==> config.mk <==
export PLATFORM = sky130hd
export DESIGN_NAME = reorder_buffer
export DESIGN_NICKNAME = d
export VERILOG_FILES = /design/src/rtl/Purple_Jade_pkg.sv /design/src/rtl/reorder_buffer.sv
export SDC_FILE = /design/constraint.sdc
export NUM_CORES = 1
export LEC_CHECK = 0
export BUFFER_PORTS_ARGS = -buffer_cell sky130_fd_sc_hd__buf_4
export CAP_MARGIN = 10
export CORE_ASPECT_RATIO = 0.5
export CORE_MARGIN = 3
export CORE_UTILIZATION = 25
export DETAILED_ROUTE_END_ITERATION = 8
export GPL_ROUTABILITY_DRIVEN = 0
export PLACE_DENSITY = 0.41
export SYNTH_ARGS = -nofsm -noshare
export SYNTH_HDL_FRONTEND = slang
export SYNTH_SLANG_ARGS = --single-unit
==> constraint.sdc <==
create_clock -name clk_i -period 3.73 [get_ports clk_i]
set_input_delay 0.1865 -clock clk_i [delete_from_list [all_inputs] [get_ports clk_i]]
set_output_delay 0.1865 -clock clk_i [all_outputs]
set_load 0.05 [all_outputs]
==> src/rtl/Purple_Jade_pkg.sv <==
// Shared commit-stage definitions: reorder-buffer geometry and the per-entry record.
package Purple_Jade_pkg;

  localparam int ROB_DEPTH    = 16;
  localparam int ROB_TAG_W    = $clog2(ROB_DEPTH);
  localparam int NUM_FU       = 2;
  localparam int NUM_PHYS_REG = 128;
  localparam int PHYS_W       = $clog2(NUM_PHYS_REG);
  localparam int NUM_FLAGS    = 4;

  // flag is {mask, values}; a set mask bit keeps the old architectural flag
  typedef struct packed {
    logic                   valid;
    logic                   done;
    logic                   has_dest;
    logic [PHYS_W-1:0]      old_phys;
    logic                   flag_w;
    logic [2*NUM_FLAGS-1:0] flag;
  } rob_entry_t;

endpackage

==> src/rtl/reorder_buffer.sv <==
// In-order retirement buffer: dispatch at tail, out-of-order completion by tag,
// one registered commit per cycle from head into the register/flag state.
module reorder_buffer #(
  parameter int ROB_DEPTH    = Purple_Jade_pkg::ROB_DEPTH,
  parameter int NUM_FU       = Purple_Jade_pkg::NUM_FU,
  parameter int NUM_PHYS_REG = Purple_Jade_pkg::NUM_PHYS_REG,
  parameter int NUM_FLAGS    = Purple_Jade_pkg::NUM_FLAGS
) (
  input  logic                                           clk_i,
  input  logic                                           reset_n_i,
  input  logic                                           disp_v_i,
  output logic                                           disp_ready_o,
  input  logic                                           disp_has_dest_i,
  input  logic [$clog2(NUM_PHYS_REG)-1:0]                disp_old_phys_i,
  input  logic                                           disp_flag_w_i,
  output logic [$clog2(ROB_DEPTH)-1:0]                   disp_tag_o,
  input  logic [NUM_FU-1:0]                              exe_done_v_i,
  input  logic [NUM_FU-1:0][$clog2(ROB_DEPTH)-1:0]       exe_tag_i,
  input  logic [NUM_FU-1:0][NUM_FLAGS*2-1:0]             exe_flag_i,
  input  logic                                           flush_i,
  output logic                                           rob_phys_valid_o,
  output logic [$clog2(NUM_PHYS_REG)-1:0]                rob_phys_reg_cl_o,
  output logic                                           rob_flag_valid_o,
  output logic [NUM_FLAGS*2-1:0]                         rob_flag_o,
  output logic                                           commit_v_o,
  output logic                                           empty_o
);
  import Purple_Jade_pkg::*;

  localparam int TAG_W  = $clog2(ROB_DEPTH);
  localparam int CNT_W  = TAG_W + 1;
  localparam int PHY_W  = $clog2(NUM_PHYS_REG);
  localparam int FLAG_W = 2 * NUM_FLAGS;

  rob_entry_t [ROB_DEPTH-1:0] entries_reg, entries_next;
  logic [TAG_W-1:0]  head_reg, head_next, tail_reg, tail_next;
  logic [CNT_W-1:0]  count_reg, count_next;
  logic              commit_v_reg, commit_v_next;
  logic              phys_valid_reg, phys_valid_next;
  logic [PHY_W-1:0]  phys_reg_reg, phys_reg_next;
  logic              flag_valid_reg, flag_valid_next;
  logic [FLAG_W-1:0] flag_reg, flag_next;
  rob_entry_t        head_entry;
  logic              do_disp, do_commit;

  // Readiness looks only at registered occupancy, so a full buffer stalls
  // dispatch for the whole cycle even while the head retires.
  assign disp_ready_o = (count_reg != CNT_W'(ROB_DEPTH)) && !flush_i;
  assign disp_tag_o   = tail_reg;
  assign empty_o      = (count_reg == '0);
  assign head_entry   = entries_reg[head_reg];
  assign do_disp      = disp_v_i && disp_ready_o;
  assign do_commit    = head_entry.valid && head_entry.done && !flush_i;

  always_comb begin
    entries_next    = entries_reg;
    head_next       = head_reg;
    tail_next       = tail_reg;
    count_next      = count_reg;
    commit_v_next   = 1'b0;
    phys_valid_next = 1'b0;
    phys_reg_next   = '0;
    flag_valid_next = 1'b0;
    flag_next       = '0;
    if (flush_i) begin
      entries_next = '0;
      head_next    = '0;
      tail_next    = '0;
      count_next   = '0;
    end else begin
      // Later FUs overwrite earlier ones, so the highest index wins a shared tag.
      for (int i = 0; i < NUM_FU; i++) begin
        if (exe_done_v_i[i] && entries_reg[exe_tag_i[i]].valid) begin
          entries_next[exe_tag_i[i]].done = 1'b1;
          entries_next[exe_tag_i[i]].flag = exe_flag_i[i];
        end
      end
      if (do_commit) begin
        entries_next[head_reg] = '0;
        head_next              = head_reg + TAG_W'(1);
        commit_v_next          = 1'b1;
        phys_valid_next        = head_entry.has_dest;
        phys_reg_next          = head_entry.old_phys;
        flag_valid_next        = head_entry.flag_w;
        flag_next              = head_entry.flag;
      end
      if (do_disp) begin
        entries_next[tail_reg].valid    = 1'b1;
        entries_next[tail_reg].done     = 1'b0;
        entries_next[tail_reg].has_dest = disp_has_dest_i;
        entries_next[tail_reg].old_phys = disp_old_phys_i;
        entries_next[tail_reg].flag_w   = disp_flag_w_i;
        entries_next[tail_reg].flag     = '0;
        tail_next                       = tail_reg + TAG_W'(1);
      end
      if (do_disp && !do_commit) begin
        count_next = count_reg + CNT_W'(1);
      end else if (!do_disp && do_commit) begin
        count_next = count_reg - CNT_W'(1);
      end
    end
  end

  always_ff @(posedge clk_i or negedge reset_n_i) begin
    if (!reset_n_i) begin
      entries_reg    <= '0;
      head_reg       <= '0;
      tail_reg       <= '0;
      count_reg      <= '0;
      commit_v_reg   <= 1'b0;
      phys_valid_reg <= 1'b0;
      phys_reg_reg   <= '0;
      flag_valid_reg <= 1'b0;
      flag_reg       <= '0;
    end else begin
      entries_reg    <= entries_next;
      head_reg       <= head_next;
      tail_reg       <= tail_next;
      count_reg      <= count_next;
      commit_v_reg   <= commit_v_next;
      phys_valid_reg <= phys_valid_next;
      phys_reg_reg   <= phys_reg_next;
      flag_valid_reg <= flag_valid_next;
      flag_reg       <= flag_next;
    end
  end

  assign commit_v_o        = commit_v_reg;
  assign rob_phys_valid_o  = phys_valid_reg;
  assign rob_phys_reg_cl_o = phys_reg_reg;
  assign rob_flag_valid_o  = flag_valid_reg;
  assign rob_flag_o        = flag_reg;

endmodule

==> key figures, run 1 <==
Outcome
  • Status: finished clean

Worst setup path
  • R2r worst-path depth: 10
  • Critical Path Source Type: flop
  • Worst reg2reg path startpoint: head_reg[0]
  • Endpoint of the most critical register-to-register path: count_reg[4]
  • Crit path largest cell delay: 650 ps
  • CP Depth: 10
  • Critical-path cell list: mux4_2 > nand2_1 > nand4_1 > a21oi_2 > inv_1 > fa_1 > a21o_1 > a21oi_1 > mux2i_1 > mux2_1
  • Register-to-register path setup slack: 400 ps
  • Buffer and inverter count on the worst path: 1
  • Worst setup path startpoint: head_reg[0]
  • Setup Crit Path Kind: flop to flop
  • Largest delay share family, worst path: multiplexers
  • Required @ worst endpoint: between 4000 and 5000 ps
  • Slowest CP cell: sky130_fd_sc_hd__dfrtp_4
  • Worst Setup End Kind: flop
  • CP max FO: 18
  • Worst endpoint data arrival time: about 3800 ps

Synthesis
  • Top post-synthesis cells by count: sky130_fd_sc_hd__dfrtp_1, sky130_fd_sc_hd__nor2_1, sky130_fd_sc_hd__a22o_1
  • Prevailing post-synth register cell: sky130_fd_sc_hd__dfrtp_1
  • Synthesized netlist net count: between 1000 and 1500
  • Synth area leaders: sky130_fd_sc_hd__dfrtp_1, sky130_fd_sc_hd__mux4_2, sky130_fd_sc_hd__mux2i_1
  • Count of cell types in the netlist: roughly 50
  • Syn Std Cell Area: approximately 18000 µm²
  • Register bit count reported by yosys: approximately 340
  • Sequential share of the synthesized area: 0.470
  • Synthesis Warnings: 0
  • Leading area contributor after synthesis: sky130_fd_sc_hd__dfrtp_1
  • Post-synth top area share: 0.470
  • Most used standard cell by instance count after synthesis: sky130_fd_sc_hd__dfrtp_1
  • Mean instance size in the synthesized netlist: about 13 µm²
  • Gate count after technology mapping: between 1000 and 1500
  • EDFF count, synth: 0
  • Ys async rst share: 1.00

Floorplan
  • Y dimension of the die: roughly 190 µm
  • Standard-cell row count: roughly 70
  • Core ar.: roughly 70000 µm²
  • Starting utilization of the core area: 0.256
  • I/O pin count: 63
  • Die Span X: 384 µm
  • Die footprint: around 75000 µm²

Timing
  • Worst Clk Skew: ~18 ps
  • Final hold viol count: 0
  • Number of max-slew violations in the final report: 0
  • Crit share post-route: 0.892
  • RSZ-0062 raised after global routing: no
  • Fin Setup TNS: 0 ps
  • Minimum clock period: roughly 3300 ps
  • Final setup violating endpoints: 0
  • Highest attainable clock frequency: around 0.30 GHz
  • Slew Limit Headroom: 0.270
  • Worst Max-Slew Pin Slew: approximately 1100 ps

Routing
  • Initial DRT Pass Iterations: 5
  • Detailed Route WL: 56700 µm
  • Vias: 12500
  • Detail-routed via count per cell: approximately 5.2
  • DRC marker count from the first detailed-route iteration: ~800
  • Number of nets still failing antenna checks after routing: 0
  • Drt drc: 0
  • Drt wl/cell: between 20 and 25 µm

Global routing
  • Initial antenna violation count: 0
  • Wire length of the first global-routing pass: approximately 86000 µm
  • Pin count of the biggest net entering global routing: roughly 110
  • Aggregate global-route resource usage: 0.150
  • Via count of the first global-routing pass: around 13000
  • Congestion Overflow GR: 0

Final layout
  • Area delta synth->final: 15.4%
  • ANT cells: 0
  • Number of nets in the layout: ~1500
  • Post-route cell area: about 21000 µm²
  • Share of layout cells above drive strength 1: 0.266
  • Flip-flop count of the largest register, all copies and words added: ~300
  • Share of the core filled with cells: 0.295
  • Final standard cell count with taps included and fillers excluded: 2394

Hold path
  • Hold endpoint: entries_reg[286]
  • HP Start: exe_flag_i[9]
  • Number of cells traversed by the worst hold path: 3
  • Classification of the worst-slack hold path: input pin to flop

Clock network
  • Clk sink count: between 300 and 400
  • H-Tree Level Count: 2
  • Clock edge transition at the registers on the reported setup and hold paths: 70 ps
  • Clock latency at the later pin of the worst-skew pair: ~550 ps
  • Root buffer selected by CTS: sky130_fd_sc_hd__clkbuf_16
  • Clock tree from TritonCTS: yes
  • Buffer count from post-CTS setup fixing: 0
  • Number of CTS-inserted buffers: 38
  • Bufs on Longest Clock Path: 3

Placed design
  • Number of placed instances with taps included: between 2000 and 2500
  • Estimated wirelength of the detail-placed design: roughly 39000 µm
  • Instance area after placement: between 15000 and 20000 µm²
  • Port bufs: 62

Power and ir drop
  • Maximum vdd drop: 0.276 mV
  • Pwr Density: around 400 nW/µm²
  • Leak pwr: between 0.008 and 0.009 µW

Flow run
  • # Max-Cap Violations: 0
[layout by cell type, fill, tap and decap left out, types with 5 or more instances in the layout]
cell | netlist | routed
sky130_fd_sc_hd__dfrtp_1 | 335 | 333
sky130_fd_sc_hd__nor2_1 | 174 | 174
sky130_fd_sc_hd__a22o_1 | 135 | 135
sky130_fd_sc_hd__mux2i_1 | 129 | 129
sky130_fd_sc_hd__buf_4 | 6 | 112
sky130_fd_sc_hd__mux4_2 | 99 | 99
sky130_fd_sc_hd__a211oi_2 | 88 | 88
sky130_fd_sc_hd__a211oi_1 | 42 | 42
sky130_fd_sc_hd__clkbuf_16 | 0 | 41
sky130_fd_sc_hd__nand2_1 | 34 | 34
sky130_fd_sc_hd__nor2b_1 | 32 | 32
sky130_fd_sc_hd__a21oi_1 | 28 | 28
sky130_fd_sc_hd__nand4_1 | 18 | 18
sky130_fd_sc_hd__and2_1 | 16 | 16
sky130_fd_sc_hd__a311o_1 | 15 | 15
sky130_fd_sc_hd__a311oi_4 | 15 | 15
sky130_fd_sc_hd__inv_1 | 11 | 11
sky130_fd_sc_hd__nand3_1 | 11 | 11
sky130_fd_sc_hd__ha_1 | 11 | 11
sky130_fd_sc_hd__clkbuf_8 | 0 | 10
sky130_fd_sc_hd__a32o_1 | 9 | 9
sky130_fd_sc_hd__nor3b_1 | 8 | 8
sky130_fd_sc_hd__clkbuf_1 | 90 | 8
sky130_fd_sc_hd__o21ai_0 | 6 | 6
sky130_fd_sc_hd__nor3_1 | 5 | 5
[logic make-up after synthesis]
| group | synth area share |
|---|---|
| compound gates | 0.197 |
| flops | 0.470 |
| simple gates | 0.0852 |
| mux | 0.198 |
| buf+inv | 0.0395 |
| fa+ha+maj | 0.00883 |
| xor+xnor | 0.00245 |
[metal layers]
layer  share of wire  up-vias  GRT usage
met4           0.024        0     0.0385
met2            0.48      340      0.246
met1            0.45     6701      0.204
met5               0        -          0
li1                -     5421          -
met3           0.047       82     0.0281
[worst max-delay path by stage]
stage	endpoint	slack, ps
after floorplan	count_reg[4]	310
after global placement	count_reg[4]	400
after detailed placement	count_reg[4]	350
after CTS	count_reg[4]	350
after global routing	count_reg[4]	250
final	count_reg[4]	400
[tightest hold or removal path, stage by stage]
cell                       delay [ps]
sky130_fd_sc_hd__buf_4            180
sky130_fd_sc_hd__nor2_1           110
sky130_fd_sc_hd__a211oi_1          50
[stage by stage]
stage	power (µW)	setup slack [ps]	hold WS, ps
3_3_place_gp	4300	403	315
3_5_place_dp	4310	352	332
4_1_cts	8270	351	4.10
5_1_grt	8460	252	21.0
2_1_floorplan	4030	315	-109
6_report	8140	404	29.0
[area by class of cell]
class / count / area (µm²)
clock buffer: 59 / 1190
clock inverter: 7 / 87.6
fill: 6986 / 49200
inverter: 11 / 41.3
multi-input combinational: 920 / 8780
sequential: 335 / 8390
tap: 945 / 1180
timing repair buffer: 117 / 926
[report_power, final]
group	switching, µW	internal (µW)	total (µW)
logic	401	158	559
clock network	1560	2330	3900
registers	22.8	3660	3680
total	1990	6150	8140
[repair_timing]
action                    in CTS  in global routing
gates resized for setup        0                  0
hold endpoints to repair     103                  0
hold buffers                   1                  0
Power figures use the tool's default switching activity.
==> inputs of run 2 (changes only) <==
- BUFFER_PORTS_ARGS: -buffer_cell sky130_fd_sc_hd__buf_4 -> unset
- CORE_UTILIZATION: 25 -> 64
- CTS_CLUSTER_SIZE: unset -> 12
- DONT_BUFFER_PORTS: unset -> 1
- PLACE_DENSITY: 0.41 -> 0.82
==> key figures, run 2 (synthesized netlist as in run 1, its figures left out) <==
Timing
  • Final hold viol count: 335 (+335)
  • Minimum clock period: 3620 ps (+295 ps)
  • Fin Setup TNS: 0 ps (unchanged)
  • Final hold slack: -621 ps (-650 ps)
  • Number of max-slew violations in the final report: 0 (unchanged)
  • Final setup violating endpoints: 0 (unchanged)
  • Worst Clk Skew: 13.4 ps (-4.76 ps)
  • Worst Max-Slew Pin Slew: 1210 ps (+124 ps)
  • RSZ-0062 raised after global routing: no
  • Highest attainable clock frequency: 0.276 GHz (-8.1%)
  • Crit share post-route: 0.971 (+0.0791)
  • Slew Limit Headroom: 0.187 (-0.0831)

Outcome
  • Failing checks: negative hold slack
  • Status: complete, but fails checks

Final layout
  • Flip-flop count of the largest register, all copies and words added: 304 (unchanged)
  • Commonest non-fill, non-tap cell in the layout: sky130_fd_sc_hd__dfrtp_1
  • Most used cells in the layout excluding fill and tap cells: sky130_fd_sc_hd__dfrtp_1, sky130_fd_sc_hd__nor2_1, sky130_fd_sc_hd__a22o_1, sky130_fd_sc_hd__mux2i_1, sky130_fd_sc_hd__mux4_2
  • Share of layout cells above drive strength 1: 0.210 (-0.0554)
  • Share of the core filled with cells: 0.714 (+0.419)
  • Area delta synth->final: 7.66%
  • Number of nets in the layout: 1417 (-3.9%)

Clock network
  • Root buffer selected by CTS: sky130_fd_sc_hd__clkbuf_16
  • Bufs on Longest Clock Path: 3 (unchanged)
  • Clock tree from TritonCTS: yes
  • Number of CTS-inserted buffers: 34 (-11%)
  • H-Tree Level Count: 2 (unchanged)
  • Clock latency at the later pin of the worst-skew pair: 530 ps (-20 ps)
  • Clock edge transition at the registers on the reported setup and hold paths: 60 ps (about the same)
  • Clk sink count: 335 (unchanged)

Global routing
  • Initial antenna violation count: 0 (unchanged)
  • Wire length of the first global-routing pass: 76500 µm (-11%)
  • Aggregate global-route resource usage: 0.331 (+0.181)
  • Via count of the first global-routing pass: 13000 (-1.7%)
  • Congestion Overflow GR: 0 (unchanged)
  • Pin count of the biggest net entering global routing: 336 (+210%)

Floorplan
  • Die Span X: 242 µm (-37%)
  • I/O pin count: 63 (unchanged)
  • Die footprint: 30100 µm² (-60%)
  • Starting utilization of the core area: 0.664 (+0.408)
  • Standard-cell row count: 42 (-38%)
  • Y dimension of the die: 124 µm (-36%)
  • Core ar.: 26900 µm² (-61%)

Routing
  • Vias: 12900 (+2.8%)
  • DRC marker count from the first detailed-route iteration: 1850 (+130%)
  • Drt drc: 0 (unchanged)
  • Drt wl/cell: 28.0 µm (+18%)
  • Number of nets still failing antenna checks after routing: 0 (unchanged)
  • Detailed Route WL: 49000 µm (-14%)
  • Detail-routed via count per cell: 7.37 (+41%)
  • Initial DRT Pass Iterations: 7 (+2)

Worst setup path
  • Slowest CP cell: sky130_fd_sc_hd__and2_1
  • Crit path largest cell delay: 650 ps (about the same)
  • Required @ worst endpoint: 4130 ps (-30 ps)
  • Critical-path cell list: nor4_2 > a21oi_1 > buf_4 > nor4bb_1 > and2_1 > a311o_1 > a211oi_1 > dlygate4sd3_1
  • CP max FO: 12 (-6)
  • Critical Path Source Type: flop
  • Worst Setup End Kind: flop
  • Worst endpoint data arrival time: 4020 ps (+260 ps)
  • Setup Crit Path Kind: flop to flop
  • Register-to-register path setup slack: 110 ps (-290 ps)

Power and ir drop
  • Pwr Density: 379 nW/µm² (-4.1%)
  • Leak pwr: 0.00803 µW (-5.1%)
  • Maximum vdd drop: 0.255 mV (-7.6%)

Placed design
  • Estimated wirelength of the detail-placed design: 30500 µm (-21%)
  • Port bufs: 0 (-100%)

Hold path
  • Classification of the worst-slack hold path: input pin to asynchronous set/reset pin

Flow run
  • # Max-Cap Violations: 0 (unchanged)
[run 2: changes by cell type in the layout (fill, tap and decap cells not counted), moves of 2 or more]
| cell | previous run | this run |
|---|---|---|
| sky130_fd_sc_hd__buf_4 | 112 | 36 |
| sky130_fd_sc_hd__dlygate4sd3_1 | 1 | 26 |
| sky130_fd_sc_hd__clkbuf_8 | 10 | 1 |
| sky130_fd_sc_hd__clkbuf_16 | 41 | 37 |
| sky130_fd_sc_hd__clkinv_2 | 4 | 0 |
| sky130_fd_sc_hd__buf_12 | 3 | 0 |
| sky130_fd_sc_hd__clkbuf_1 | 8 | 5 |
| sky130_fd_sc_hd__diode_2 | 0 | 3 |
| sky130_fd_sc_hd__bufinv_16 | 2 | 0 |
[run 2: worst paths after layout]
| check | from | end | depth (start not counted) |
|---|---|---|---|
| max | count_reg[0] | entries_reg[1] | 8 |
| min | reset_n_i | entries_reg[243] | 0 |
| max reg2reg | count_reg[0] | entries_reg[1] | 8 |
| min reg2reg | entries_reg[147] | entries_reg[147] | 1 |
| max in group asynchronous | reset_n_i | entries_reg[291] | 0 |
| min in group clk_i | flush_i | entries_reg[198] | 2 |
[run 2: metal layers]
| metal | track usage | share of wire |
|---|---|---|
| met2 | 0.536 | 0.47 |
| met4 | 0.158 | 0.045 |
| met1 | 0.439 | 0.39 |
| met3 | 0.0671 | 0.088 |
| met5 | 0 | 0 |
[run 2: timing repair]
action / in CTS / in global routing
setup endpoints to repair: 0 / 7
endpoints found under the hold margin: 627 / 337
buffers inserted: 0 / 3
resized for setup: 0 / 1
hold buffers: 26 / 1
[run 2: area by class of cell]
class                           count  area (µm²)
Clock inverter                      1        8.76
Fill cell                        1731        7690
Tap cell                          374         468
Inverter                           11        41.3
Multi-Input combinational cell    920        8780
Timing Repair Buffer               64         569
Antenna cell                        3        7.51
Sequential cell                   335        8390
Clock buffer                       43         958
[run 2: worst max-delay path, delay by kind of cell (launching register included)]
kind                   cells  cell delay [ps]
AO/OA/AOI/OAI              3              850
buffers and inverters      2              860
flip-flops                 1              460
AND/OR/NAND/NOR            3             1330
[run 2: where the power goes]
part           total, µW  leakage, µW  internal (µW)  switching, µW
combinational        409      0.00288            127            282
clock               3180     0.000474           1790           1390
sequential          3690      0.00467           3660           33.9
[run 2: through the flow]
step	area (µm²)	power [µW]	worst slack, ps	cells
after floorplan	17900	4030	315	1419
after global placement	17900	4050	377	1669
after detailed placement	17900	4060	274	1669
after CTS	19100	7270	21.8	1739
after global routing	19200	7460	1.69	1748
final	19200	7280	109	1751
